[config.mk]
export PLATFORM = sky130hd
export DESIGN_NAME = alu_seq
export DESIGN_NICKNAME = d
export VERILOG_FILES = /design/src/rtl/alu_seq.sv
export SDC_FILE = /design/constraint.sdc
export NUM_CORES = 1
export LEC_CHECK = 0
export ABC_AREA = 1
export BUFFER_PORTS_ARGS = -buffer_cell sky130_fd_sc_hd__buf_4
export CAP_MARGIN = 20
export CORE_MARGIN = 8
export CORE_UTILIZATION = 61
export DETAILED_ROUTE_END_ITERATION = 12
export MAX_ROUTING_LAYER = met4
export PLACE_DENSITY = 0.85
export SKIP_LAST_GASP = 1
export SYNTH_ARGS = -nofsm -noshare
export SYNTH_HDL_FRONTEND = slang
export SYNTH_SLANG_ARGS = --single-unit
[constraint.sdc]
create_clock -name clk -period 2.6 [get_ports clk]
set_input_delay 0.26 -clock clk [delete_from_list [all_inputs] [get_ports clk]]
set_output_delay 0.26 -clock clk [all_outputs]
set_load 0.05 [all_outputs]
[src/rtl/alu_seq.sv]
// alu_seq: registered ALU with start/done handshake and a sticky NZCV flag register.
// Single-cycle ops (ADD, SUB, AND, OR, XOR, SHL, SRA) complete one clock after start.
// MUL is an iterative add-shift multiply that takes Bits cycles while busy is high.
//
// Ports:
//   clk      clock, rising edge
//   rst      asynchronous active-high reset
//   start    request, sampled only while busy=0
//   Control  opcode, captured with start
//   InA      operand A, captured with start
//   InB      operand B / shift amount, captured with start
//   Result   registered result of the last completed op
//   Flags    registered flags {N, Z, C, V}
//   busy     high while a multiply is in progress
//   done     one-cycle pulse when Result/Flags update
module alu_seq #(
    parameter int Bits = 5
) (
    input  logic            clk,
    input  logic            rst,
    input  logic            start,
    input  logic [2:0]      Control,
    input  logic [Bits-1:0] InA,
    input  logic [Bits-1:0] InB,
    output logic [Bits-1:0] Result,
    output logic [3:0]      Flags,
    output logic            busy,
    output logic            done
);

    typedef enum logic {IDLE, MUL} state_t;

    typedef enum logic [2:0] {
        OP_ADD = 3'b000,
        OP_SUB = 3'b001,
        OP_AND = 3'b010,
        OP_OR  = 3'b011,
        OP_XOR = 3'b100,
        OP_SHL = 3'b101,
        OP_SRA = 3'b110,
        OP_MUL = 3'b111
    } op_t;

    // At least one counter bit so Bits=2 still counts 0..1.
    localparam int CW = (Bits > 2) ? $clog2(Bits) : 1;

    state_t             state, state_n;
    logic [CW-1:0]      cnt, cnt_n;
    logic [2*Bits-1:0]  mcand, mcand_n;
    logic [Bits-1:0]    mplier, mplier_n;
    logic [2*Bits-1:0]  acc, acc_n;
    logic [2*Bits-1:0]  acc_step;
    logic [Bits-1:0]    result_n;
    logic [3:0]         flags_n;
    logic               done_n;

    op_t                op;
    logic [Bits:0]      add_w, sub_w;
    logic [Bits:0]      shl_w, sra_w;
    logic               big_amt;
    logic [Bits-1:0]    alu_res;
    logic               alu_c, alu_v;

    assign op      = op_t'(Control);
    assign add_w   = {1'b0, InA} + {1'b0, InB};
    assign sub_w   = {1'b0, InA} + {1'b0, ~InB} + (Bits+1)'(1);
    assign big_amt = (InB >= Bits'(Bits));
    // One guard bit beside the operand catches the last bit shifted out.
    assign shl_w   = {1'b0, InA} << InB;
    assign sra_w   = $signed({InA, 1'b0}) >>> InB;
    assign acc_step = acc + (mplier[0] ? mcand : '0);
    assign busy    = (state == MUL);

    always_comb begin
        alu_res = '0;
        alu_c   = 1'b0;
        alu_v   = 1'b0;
        case (op)
            OP_ADD: begin
                alu_res = add_w[Bits-1:0];
                alu_c   = add_w[Bits];
                alu_v   = (InA[Bits-1] == InB[Bits-1]) && (add_w[Bits-1] != InA[Bits-1]);
            end
            OP_SUB: begin
                alu_res = sub_w[Bits-1:0];
                alu_c   = sub_w[Bits];
                alu_v   = (InA[Bits-1] != InB[Bits-1]) && (sub_w[Bits-1] != InA[Bits-1]);
            end
            OP_AND: alu_res = InA & InB;
            OP_OR:  alu_res = InA | InB;
            OP_XOR: alu_res = InA ^ InB;
            OP_SHL: begin
                if (big_amt) begin
                    alu_res = '0;
                end else begin
                    alu_res = shl_w[Bits-1:0];
                    alu_c   = shl_w[Bits];
                end
            end
            OP_SRA: begin
                if (big_amt) begin
                    alu_res = {Bits{InA[Bits-1]}};
                end else begin
                    alu_res = sra_w[Bits:1];
                    alu_c   = sra_w[0];
                end
            end
            default: begin
                alu_res = '0;
            end
        endcase
    end

    always_comb begin
        state_n  = state;
        cnt_n    = cnt;
        mcand_n  = mcand;
        mplier_n = mplier;
        acc_n    = acc;
        result_n = Result;
        flags_n  = Flags;
        done_n   = 1'b0;
        case (state)
            IDLE: begin
                if (start) begin
                    if (op == OP_MUL) begin
                        mcand_n  = {{Bits{1'b0}}, InA};
                        mplier_n = InB;
                        acc_n    = '0;
                        cnt_n    = '0;
                        state_n  = MUL;
                    end else begin
                        result_n = alu_res;
                        flags_n  = {alu_res[Bits-1], (alu_res == '0), alu_c, alu_v};
                        done_n   = 1'b1;
                    end
                end
            end
            MUL: begin
                acc_n    = acc_step;
                mcand_n  = mcand << 1;
                mplier_n = mplier >> 1;
                if (cnt == CW'(Bits-1)) begin
                    // Last step: commit the just-formed product, not the stale accumulator.
                    result_n = acc_step[Bits-1:0];
                    flags_n  = {acc_step[Bits-1], (acc_step[Bits-1:0] == '0),
                                (|acc_step[2*Bits-1:Bits]), 1'b0};
                    done_n   = 1'b1;
                    cnt_n    = '0;
                    state_n  = IDLE;
                end else begin
                    cnt_n = cnt + CW'(1);
                end
            end
            default: state_n = IDLE;
        endcase
    end

    always_ff @(posedge clk or posedge rst) begin
        if (rst) begin
            state  <= IDLE;
            cnt    <= '0;
            mcand  <= '0;
            mplier <= '0;
            acc    <= '0;
            Result <= '0;
            Flags  <= '0;
            done   <= 1'b0;
        end else begin
            state  <= state_n;
            cnt    <= cnt_n;
            mcand  <= mcand_n;
            mplier <= mplier_n;
            acc    <= acc_n;
            Result <= result_n;
            Flags  <= flags_n;
            done   <= done_n;
        end
    end

endmodule

==> flow_metrics.py, run 1 <==
metrics = {
    "timing": {
        "setup_viol": 0,
        "fmaxAchievable_mhz": 430,
        "fin_worst_hold_slack_ns": 0.0776,
        "setup_tns_ns": 0,
        "report.final.hold_viol_count": 0,
        "setup_skew_after_layout_ns": 0.00944,
        "worst-slew-pin-transition_ns": 0.567,
        "final_worst_path_period_share": 0.894,
        "min_period_ns": 2.33,
        "maxSlewViolCount": 0,
        "max_slew_margin": 0.621,
        "unrepaired_setup_endpoints_after_global_routing": "false",
    },
    "job": {
        "drv_cap": 0,
    },
    "synthesis": {
        "synth_top_cell_by_area": "dfrtp_1",
        "post_synth.cell_area_avg_sq_um": 6.63,
        "synth_largest_type_area_fraction": 0.290,
        "synth_cell_type_count": 37,
        "postSynthCellCount": 495,
        "synth_sequential_area_ratio": 0.290,
        "synthesis.nets": 540,
        "async_flop_share": 1.00,
        "ranking_of_synthesized_cells_by_area": "dfrtp_1, nand2_1, ha_1, nand3_1, inv_1",
        "yosys_most_used_dff": "dfrtp_1",
        "postSynthRegisterBits": 38,
        "post_synth_instance_area_sq_um": 3280,
        "yosys_warnings": 0,
        "post_synth_edffs": 0,
    },
    "grt": {
        "grt-ovfl-total": 0,
        "grt_max_degree": 39,
        "grt_pass1_vias": 3355,
        "gr-usage-all-layers": 0.257,
        "grt_pass1_wl_um": 15600,
        "number_of_antenna_violations_at_the_first_check_in_global_routing": 0,
    },
    "setup_path": {
        "critical_path.startpoint_type": "register",
        "cp_data_required_time_ns": 2.79,
        "critPathLaunch": "mplier[0]",
        "reg2reg_from": "mplier[0]",
        "critical_path.max_fanout": 11,
        "critical_path.max_stage_delay_ns": 0.50,
        "critical_path.slowest_cell": "dfrtp_1",
        "crit_family": "simple AND/OR/NAND/NOR gates",
        "criticalPathCategory": "reg2reg",
        "cp_data_arrival_time_ns": 2.52,
        "crit_path_cell_trace": "nand2_1 -> inv_1 -> ha_1 -> fa_1 -> nand3_1 -> nand3_1 -> nand2_1 -> nand2_1 -> nand2_1 -> nand2_1 -> nor2_1 -> nand3_1 -> nand2_1 -> nand2_1 -> nand2_1 -> nand2_1",
        "crit_buf_inv": 1,
        "setup.worst_path.end_class": "register",
        "timing.critical_path.mode_cell": "nand2_1",
    },
    "finish": {
        "leading_cell_type_in_the_layout_fill_and_taps_excluded": "nand2_1",
        "final_core_utilization": 0.707,
        "design_area_sq_um": 3630,
        "number_of_inserted_diodes": 0,
        "mostFrequentLayoutCells": "nand2_1, inv_1, nand3_1, nor2_1, dfrtp_1",
        "multi_input_area_sq_um": 2000,
        "filler_cell_count": 450,
        "seq_area_sq_um": 951,
        "post_route_cells_drive_above_1_share": 0.100,
        "final_net_count": 563,
        "layout_area_growth_over_synthesis_pct": 10.8,
    },
    "clock_tree": {
        "post-cts-setup-buffers": 0,
        "cts-htree-levels": 2,
        "cts.path.max_buffers": 2,
        "hold_buffers": 0,
        "cts_tree": "built",
        "numClockSinks": 38,
        "cts_made_buffers": 5,
        "worst_skew_pair.late_latency_ns": 0.30,
        "clockRootBuffer": "clkbuf_8",
        "cts_repair_resize_count": 0,
        "path_clk_slew_ns": 0.08,
    },
    "die": {
        "number_of_standard_cell_rows_in_the_floorplan": 26,
        "chipHeight_um": 89.3,
        "die-width_um": 89.3,
        "initial_core_util": 0.638,
        "core_area_sq_um": 5140,
        "design.portCount": 27,
        "fp.dieArea_sq_um": 7980,
    },
    "detailed_routing": {
        "post_drt_via_cell_ratio": 5.73,
        "remaining_drc_errors": 0,
        "first_pass_iters": 5,
        "drt-initial-drc-count": 228,
        "drt-total-wl_um": 9030,
        "drtAntennaViolNets": 0,
        "wire_per_inst_um": 15.3,
        "dr_total_vias": 3376,
    },
    "place": {
        "placement.io_buffers": 26,
        "gp_congestion": 1.04,
        "dpl-instance-area_sq_um": 3520,
        "post-dp-hpwl_um": 7120,
    },
    "power_and_ir_drop": {
        "max-vdd-ir-drop_v": 0.000662,
        "leakagePower_nw": 1.98,
        "power-per-cell-area_nw_per_um2": 838,
    },
    "outcome": {
        "run_status": "completed",
    },
    "hold_path": {
        "holdCritPathClass": "in2async",
    },
}
## sequential cells by signal, indices dropped and copies added, names as in the netlist
signal,flops
Result,5
Flags,3
mplier,5
done,1
mcand,10
cnt,3
busy,1
acc,10
## cells by family after synthesis
kind of cell,count (synthesis),share of synthesized area
adders and majority gates,29,0.117
xor gates and xnor gates,4,0.0107
buffers and inverters,80,0.100
AOI/OAI and AO/OA,77,0.144
DFF,38,0.290
and+or+nand+nor,267,0.338
## synth_stat cells (2+ instances only)
| cell | number |
|---|---|
| inv_1 | 57 |
| xor2_1 | 3 |
| o22ai_1 | 7 |
| fa_1 | 3 |
| a21boi_0 | 2 |
| a31oi_1 | 3 |
| nor3_1 | 4 |
| buf_4 | 3 |
| nand3_2 | 2 |
| inv_2 | 6 |
| a21oi_1 | 25 |
| o211ai_1 | 7 |
| clkbuf_1 | 8 |
| o221ai_1 | 3 |
| ha_1 | 26 |
| nor2_1 | 43 |
| buf_2 | 3 |
| nand3_1 | 44 |
| nand2_1 | 163 |
| nand4_1 | 6 |
| dfrtp_1 | 38 |
| a22o_1 | 7 |
| o21ai_0 | 18 |
## metal layers
metal  vias to the layer above  share of wire  global-route usage
met5                         -              0                   -
met4                         0          0.028               0.122
met3                        22          0.061              0.0441
met2                       143           0.51               0.437
met1                      1550           0.41               0.286
li1                       1661              -                   -
## worst reg2reg max path: stages, from the launching register on
cell	delay, ns
dfrtp_1	0.50
nand2_1	0.12
inv_1	0.05
ha_1	0.22
fa_1	0.43
nand3_1	0.09
nand3_1	0.11
nand2_1	0.11
nand2_1	0.05
nand2_1	0.05
nand2_1	0.06
nor2_1	0.11
nand3_1	0.09
nand2_1	0.08
nand2_1	0.06
nand2_1	0.05
nand2_1	0.05
## path summary, 6_finish.rpt
| check | to | slack [ns] | cells past startpoint |
|---|---|---|---|
| min reg2reg | mplier[4] | 0.50 | 2 |
| min | mcand[5] | 0.08 | 3 |
| max | Flags[1] | 0.27 | 16 |
| max in group asynchronous | Result[3] | 2.19 | 3 |
| max reg2reg | Flags[1] | 0.27 | 16 |
| min in group clk | mcand[0] | 0.35 | 3 |
## cell type report
type	count	share of cell area
clock inverters	3	0.0110
multi-input cells	377	0.551
clock buffers	5	0.0189
inverters	64	0.0675
repair buffers	32	0.0661
well taps	70	0.0241
flip-flops and latches	38	0.262
## stage by stage
| step | instances | total power, mW | worst slack (ns) |
|---|---|---|---|
| 2_1_floorplan | 495 | 2.09 | 0.465 |
| 3_3_place_gp | 581 | 2.50 | 0.318 |
| 3_5_place_dp | 581 | 2.55 | 0.305 |
| 4_1_cts | 589 | 3.04 | 0.291 |
| 5_1_grt | 589 | 3.27 | 0.0915 |
| 6_report | 589 | 3.04 | 0.275 |
## where the power goes
group	internal, mW	switching [mW]
registers	0.821	0.170
clock network	0.282	0.206
logic	0.501	1.06
(Power assumes the default switching activity.)
==> inputs of run 2 (changes only) <==
--- a/config.mk
+++ b/config.mk
@@ -9,10 +9,12 @@
 export BUFFER_PORTS_ARGS = -buffer_cell sky130_fd_sc_hd__buf_4
 export CAP_MARGIN = 20
 export CORE_MARGIN = 8
-export CORE_UTILIZATION = 61
+export CORE_UTILIZATION = 63
+export CTS_BUF_LIST = sky130_fd_sc_hd__clkbuf_4
 export DETAILED_ROUTE_END_ITERATION = 12
 export MAX_ROUTING_LAYER = met4
-export PLACE_DENSITY = 0.85
+export PLACE_DENSITY = 0.87
+export REMOVE_ABC_BUFFERS = 1
 export SKIP_LAST_GASP = 1
 export SYNTH_ARGS = -nofsm -noshare
 export SYNTH_HDL_FRONTEND = slang
==> flow_metrics.py, run 2 (same netlist as run 1, synthesis figures left out) <==
metrics = {
    "outcome": {
        "run_status": "completed",
    },
    "die": {
        "design.portCount": 27,
        "core_area_sq_um": 5070,
        "chipHeight_um": 88.2,
        "fp.dieArea_sq_um": 7770,
        "initial_core_util": 0.646,
        "die-width_um": 88.2,
        "number_of_standard_cell_rows_in_the_floorplan": 26,
    },
    "finish": {
        "registers_with_the_most_flip_flops": "acc: 10 flops, mcand: 10 flops",
        "layout.cells.non_filler": 589,
        "multi_input_area_sq_um": 2000,
        "seq_area_sq_um": 951,
        "leading_cell_type_in_the_layout_fill_and_taps_excluded": "nand2_1",
        "number_of_inserted_diodes": 0,
        "post_route_cells_drive_above_1_share": 0.0983,
        "design_area_sq_um": 3600,
        "layout_area_growth_over_synthesis_pct": 9.84,
        "mostFrequentLayoutCells": "nand2_1, inv_1, nand3_1, nor2_1, dfrtp_1",
        "filler_cell_count": 457,
        "final_net_count": 564,
    },
    "clock_tree": {
        "post-cts-setup-buffers": 0,
        "cts-htree-levels": 2,
        "hold_buffers": 0,
        "cts_repair_resize_count": 0,
        "cts_tree": "built",
        "path_clk_slew_ns": 0.11,
        "cts_made_buffers": 5,
        "numClockSinks": 38,
        "worst_skew_pair.late_latency_ns": 0.34,
        "clockRootBuffer": "clkbuf_4",
        "cts.path.max_buffers": 2,
    },
    "power_and_ir_drop": {
        "power.switching_mw": 1.43,
        "report.power.total_mw": 2.94,
        "max-vdd-ir-drop_v": 0.000536,
        "power.switching_fraction": 0.485,
        "leakagePower_nw": 1.97,
        "comb_power_share": 0.530,
        "power-per-cell-area_nw_per_um2": 817,
        "power.share.clock": 0.129,
        "intPower_mw": 1.52,
        "sequential_share_of_power": 0.341,
    },
    "timing": {
        "worst-slew-pin-transition_ns": 0.878,
        "setup_viol": 0,
        "unrepaired_setup_endpoints_after_global_routing": "false",
        "setup_skew_after_layout_ns": 0.00779,
        "fin_worst_hold_slack_ns": 0.0871,
        "final_worst_path_period_share": 0.937,
        "maxSlewViolCount": 0,
        "fmaxAchievable_mhz": 410,
        "min_period_ns": 2.44,
        "setup_tns_ns": 0,
        "max_slew_margin": 0.414,
        "report.final.hold_viol_count": 0,
    },
    "detailed_routing": {
        "dr_total_vias": 3492,
        "routed-wl-met3_um": 616,
        "remaining_drc_errors": 0,
        "maxUsedRoutingLayer": "met4",
        "wire_per_inst_um": 15.7,
        "route.layer.met1.wl_um": 3690,
        "drt-initial-drc-count": 289,
        "drt-total-wl_um": 9230,
        "first_pass_iters": 5,
        "routed-wl-met2_um": 4670,
        "post_drt_via_cell_ratio": 5.93,
        "drtAntennaViolNets": 0,
    },
    "grt": {
        "number_of_antenna_violations_at_the_first_check_in_global_routing": 0,
        "grt-ovfl-total": 0,
        "grt_max_degree": 24,
        "gr-usage-all-layers": 0.255,
        "grt_pass1_wl_um": 15100,
        "grt_pass1_vias": 3381,
    },
    "place": {
        "dpl-instance-area_sq_um": 3530,
        "gp_congestion": 0.971,
        "placement.io_buffers": 26,
        "post-dp-hpwl_um": 7180,
        "instance_count_after_placement_with_tap_cells_included": 582,
    },
    "setup_path": {
        "cp_data_required_time_ns": 2.84,
        "cp_data_arrival_time_ns": 2.68,
        "critical_path.max_fanout": 11,
        "critical_path.startpoint_type": "register",
        "setup.worst_path.end_class": "register",
        "criticalPathCategory": "reg2reg",
    },
    "hold_path": {
        "holdCritPathClass": "in2async",
    },
    "job": {
        "drv_cap": 0,
    },
}
## run 2: final timing paths
| check | start | to | slack [ns] | cells after the start |
|---|---|---|---|---|
| setup / recovery | mplier[0] | Flags[1] | 0.16 | 16 |
| hold / removal | rst | Result[3] | 0.09 | 2 |
| setup reg to reg | mplier[0] | Flags[1] | 0.16 | 16 |
| hold reg to reg | mplier[2] | mplier[2] | 0.51 | 2 |
| max in group asynchronous | rst | mcand[4] | 1.84 | 3 |
| min in group clk | InA[0] | mcand[0] | 0.30 | 3 |
## run 2: critical path, cell delays in order (launching register included)
cell and delay [ns]:
dfrtp_1 0.52, nand2_1 0.12, inv_1 0.04, ha_1 0.22
fa_1 0.45, nand3_1 0.11, nand3_1 0.13, nand2_1 0.11
nand2_1 0.07, nand2_1 0.07, nand2_1 0.06, nor2_1 0.13
nand3_1 0.10, nand2_1 0.07, nand2_1 0.05, nand2_1 0.05
nand2_1 0.05
## run 2: power by group through the flow
| stage | logic, mW | clock network (mW) | registers [mW] |
|---|---|---|---|
| after floorplan | 0.780 | 0 | 1.26 |
| after global placement | 1.50 | 0 | 0.997 |
| after detailed placement | 1.54 | 0 | 1.01 |
| after CTS | 1.55 | 0.382 | 0.997 |
| after global routing | 1.70 | 0.406 | 1.03 |
| final | 1.56 | 0.381 | 1.00 |
## run 2: per-stage QoR
| stage | utilization | setup slack, ns |
|---|---|---|
| 2_1_floorplan | - | 0.488 |
| 3_3_place_gp | 0.696 | 0.367 |
| 3_5_place_dp | 0.696 | 0.259 |
| 4_1_cts | 0.710 | 0.197 |
| 5_1_grt | 0.710 | 0.00353 |
| 6_report | 0.710 | 0.163 |
## run 2: final cells by class
class                      count  share of cell area
clock buffer                   5              0.0104
clock inverter                 2             0.00937
inverter                      64              0.0681
multi-input combinational    377               0.555
sequential                    38               0.264
tap                           70              0.0243
timing repair buffer          33              0.0688
## run 2: metal layers
layer / global-route usage / vias up
met2: 0.447 / 176
met5: - / -
met3: 0.0338 / 26
met4: 0.124 / 0
li1: - / 1657
met1: 0.277 / 1633
==> inputs of run 3 (changes only) <==
--- a/config.mk
+++ b/config.mk
@@ -13,7 +13,7 @@
 export CTS_BUF_LIST = sky130_fd_sc_hd__clkbuf_4
 export DETAILED_ROUTE_END_ITERATION = 12
 export MAX_ROUTING_LAYER = met4
-export PLACE_DENSITY = 0.87
+export PLACE_DENSITY = 0.8
 export REMOVE_ABC_BUFFERS = 1
 export SKIP_LAST_GASP = 1
 export SYNTH_ARGS = -nofsm -noshare
==> flow_metrics.py, run 3 (same netlist as run 1, synthesis figures left out) <==
metrics = {
    "hold_path": {
        "holdCritPathClass": "in2async",
    },
    "detailed_routing": {
        "drt-initial-drc-count": 242,
        "drtAntennaViolNets": 0,
        "drt-total-wl_um": 9350,
        "remaining_drc_errors": 0,
        "first_pass_iters": 5,
        "wire_per_inst_um": 15.8,
        "post_drt_via_cell_ratio": 5.91,
        "dr_total_vias": 3486,
    },
    "clock_tree": {
        "hold_buffers": 0,
        "clockRootBuffer": "clkbuf_4",
        "numClockSinks": 38,
        "post-cts-setup-buffers": 0,
        "cts-htree-levels": 2,
        "cts_tree": "built",
        "cts_made_buffers": 5,
        "cts_repair_resize_count": 0,
        "worst_skew_pair.late_latency_ns": 0.36,
        "path_clk_slew_ns": 0.12,
        "cts.path.max_buffers": 2,
    },
    "place": {
        "post-dp-hpwl_um": 7230,
        "gp_congestion": 1.01,
        "placement.io_buffers": 26,
        "dp_slack_ns": 0.304,
        "dpl-instance-area_sq_um": 3530,
    },
    "grt": {
        "use_met3": 0.0281,
        "number_of_antenna_violations_at_the_first_check_in_global_routing": 0,
        "grt_use_met2": 0.424,
        "grt_pass1_wl_um": 15600,
        "groute.layer.met1.usage": 0.300,
        "gr-usage-all-layers": 0.260,
        "grt-ovfl-total": 0,
        "grt-busiest-layer": "met2",
        "grt_pass1_vias": 3439,
        "grt_max_degree": 39,
    },
    "power_and_ir_drop": {
        "leakagePower_nw": 1.96,
        "max-vdd-ir-drop_v": 0.000758,
        "power-per-cell-area_nw_per_um2": 801,
        "comb_power_share": 0.550,
        "intPower_mw": 1.42,
        "power.share.clock": 0.106,
        "power.switching_mw": 1.45,
        "power.switching_fraction": 0.505,
        "sequential_share_of_power": 0.343,
    },
    "die": {
        "chipHeight_um": 88.2,
        "core_area_sq_um": 5070,
        "number_of_standard_cell_rows_in_the_floorplan": 26,
        "fp.dieArea_sq_um": 7770,
        "design.portCount": 27,
        "initial_core_util": 0.646,
        "die-width_um": 88.2,
    },
    "timing": {
        "finalWorstSetupSlack_ns": 0.246,
        "min_period_ns": 2.35,
        "report.final.hold_viol_count": 0,
        "fmaxAchievable_mhz": 425,
        "setup_viol": 0,
        "fin_worst_hold_slack_ns": 0.00178,
        "max_slew_margin": 0.662,
        "final_worst_path_period_share": 0.905,
        "unrepaired_setup_endpoints_after_global_routing": "false",
        "setup_tns_ns": 0,
        "maxSlewViolCount": 0,
        "setup_skew_after_layout_ns": 0.00975,
        "worst-slew-pin-transition_ns": 0.507,
    },
    "finish": {
        "registers_with_the_most_flip_flops": "acc: 10 flops, mcand: 10 flops",
        "post_route_cells_drive_above_1_share": 0.100,
        "design_area_sq_um": 3590,
        "mostFrequentLayoutCells": "nand2_1, inv_1, nand3_1, nor2_1, dfrtp_1",
        "number_of_inserted_diodes": 0,
        "layout_area_growth_over_synthesis_pct": 9.31,
        "final_core_utilization": 0.707,
        "filler_cell_count": 449,
        "final_net_count": 564,
        "leading_cell_type_in_the_layout_fill_and_taps_excluded": "nand2_1",
    },
    "setup_path": {
        "reg2reg_from": "mplier[0]",
        "critical_path.max_fanout": 11,
        "timing.reg2reg.setup_slack_ns": 0.25,
        "setup.worst_path.end_class": "register",
        "timing.rr.end": "Result[4]",
        "criticalPathCategory": "reg2reg",
        "critical_path.startpoint_type": "register",
        "reg2reg_depth": 9,
        "cp_data_arrival_time_ns": 2.60,
        "cp_data_required_time_ns": 2.85,
    },
    "outcome": {
        "run_status": "completed",
    },
    "job": {
        "drv_cap": 0,
    },
}
run 3: metrics by stage:
| step | instances | total power [mW] |
|---|---|---|
| after floorplan | 479 | 2.04 |
| after global placement | 582 | 2.51 |
| after detailed placement | 582 | 2.56 |
| after CTS | 590 | 2.86 |
| after global routing | 590 | 3.07 |
| final | 590 | 2.87 |
run 3: worst max-delay path, cell delays in order, from the launching register on:
cell and delay (ns):
dfrtp_1 0.52, nand2_1 0.12, inv_1 0.05, ha_1 0.21
fa_1 0.43, nand3_1 0.10, nand3_1 0.11, xor2_1 0.34
a21oi_1 0.11, a22o_1 0.24
run 3: cell type report:
| cell class | instances | area (sq um) | area share |
|---|---|---|---|
| clock buffers | 5 | 37.5 | 0.0105 |
| multi-input cells | 377 | 2000 | 0.558 |
| flip-flops and latches | 38 | 951 | 0.265 |
| inverters | 64 | 245 | 0.0684 |
| clock inverters | 3 | 16.3 | 0.00454 |
| well taps | 70 | 87.6 | 0.0244 |
| repair buffers | 33 | 248 | 0.0691 |
run 3: routing by layer:
layer	routed length (um)	share of wire
met1	3810	0.41
met2	4530	0.48
met3	605	0.065
met4	400	0.043
met5	0	0
run 3: worst max path at each step:
stage                      to  startpoint  slack, ns  cells past startpoint
finish              Result[4]   mplier[0]       0.25                      9
global route         Flags[1]   mplier[0]      0.006                     16
CTS                 Result[4]   mplier[0]       0.28                      9
detailed placement   Flags[1]   mplier[0]       0.30                     16
global placement    Result[4]   mplier[0]       0.37                      9
floorplan            mcand[4]        busy       0.49                      3
run 3: power by group through the flow:
stage	combinational, mW	sequential [mW]	clock (mW)
finish	1.58	0.987	0.305
global route	1.72	1.01	0.335
CTS	1.57	0.985	0.306
detailed placement	1.56	0.998	0
global placement	1.52	0.986	0
floorplan	0.780	1.26	0
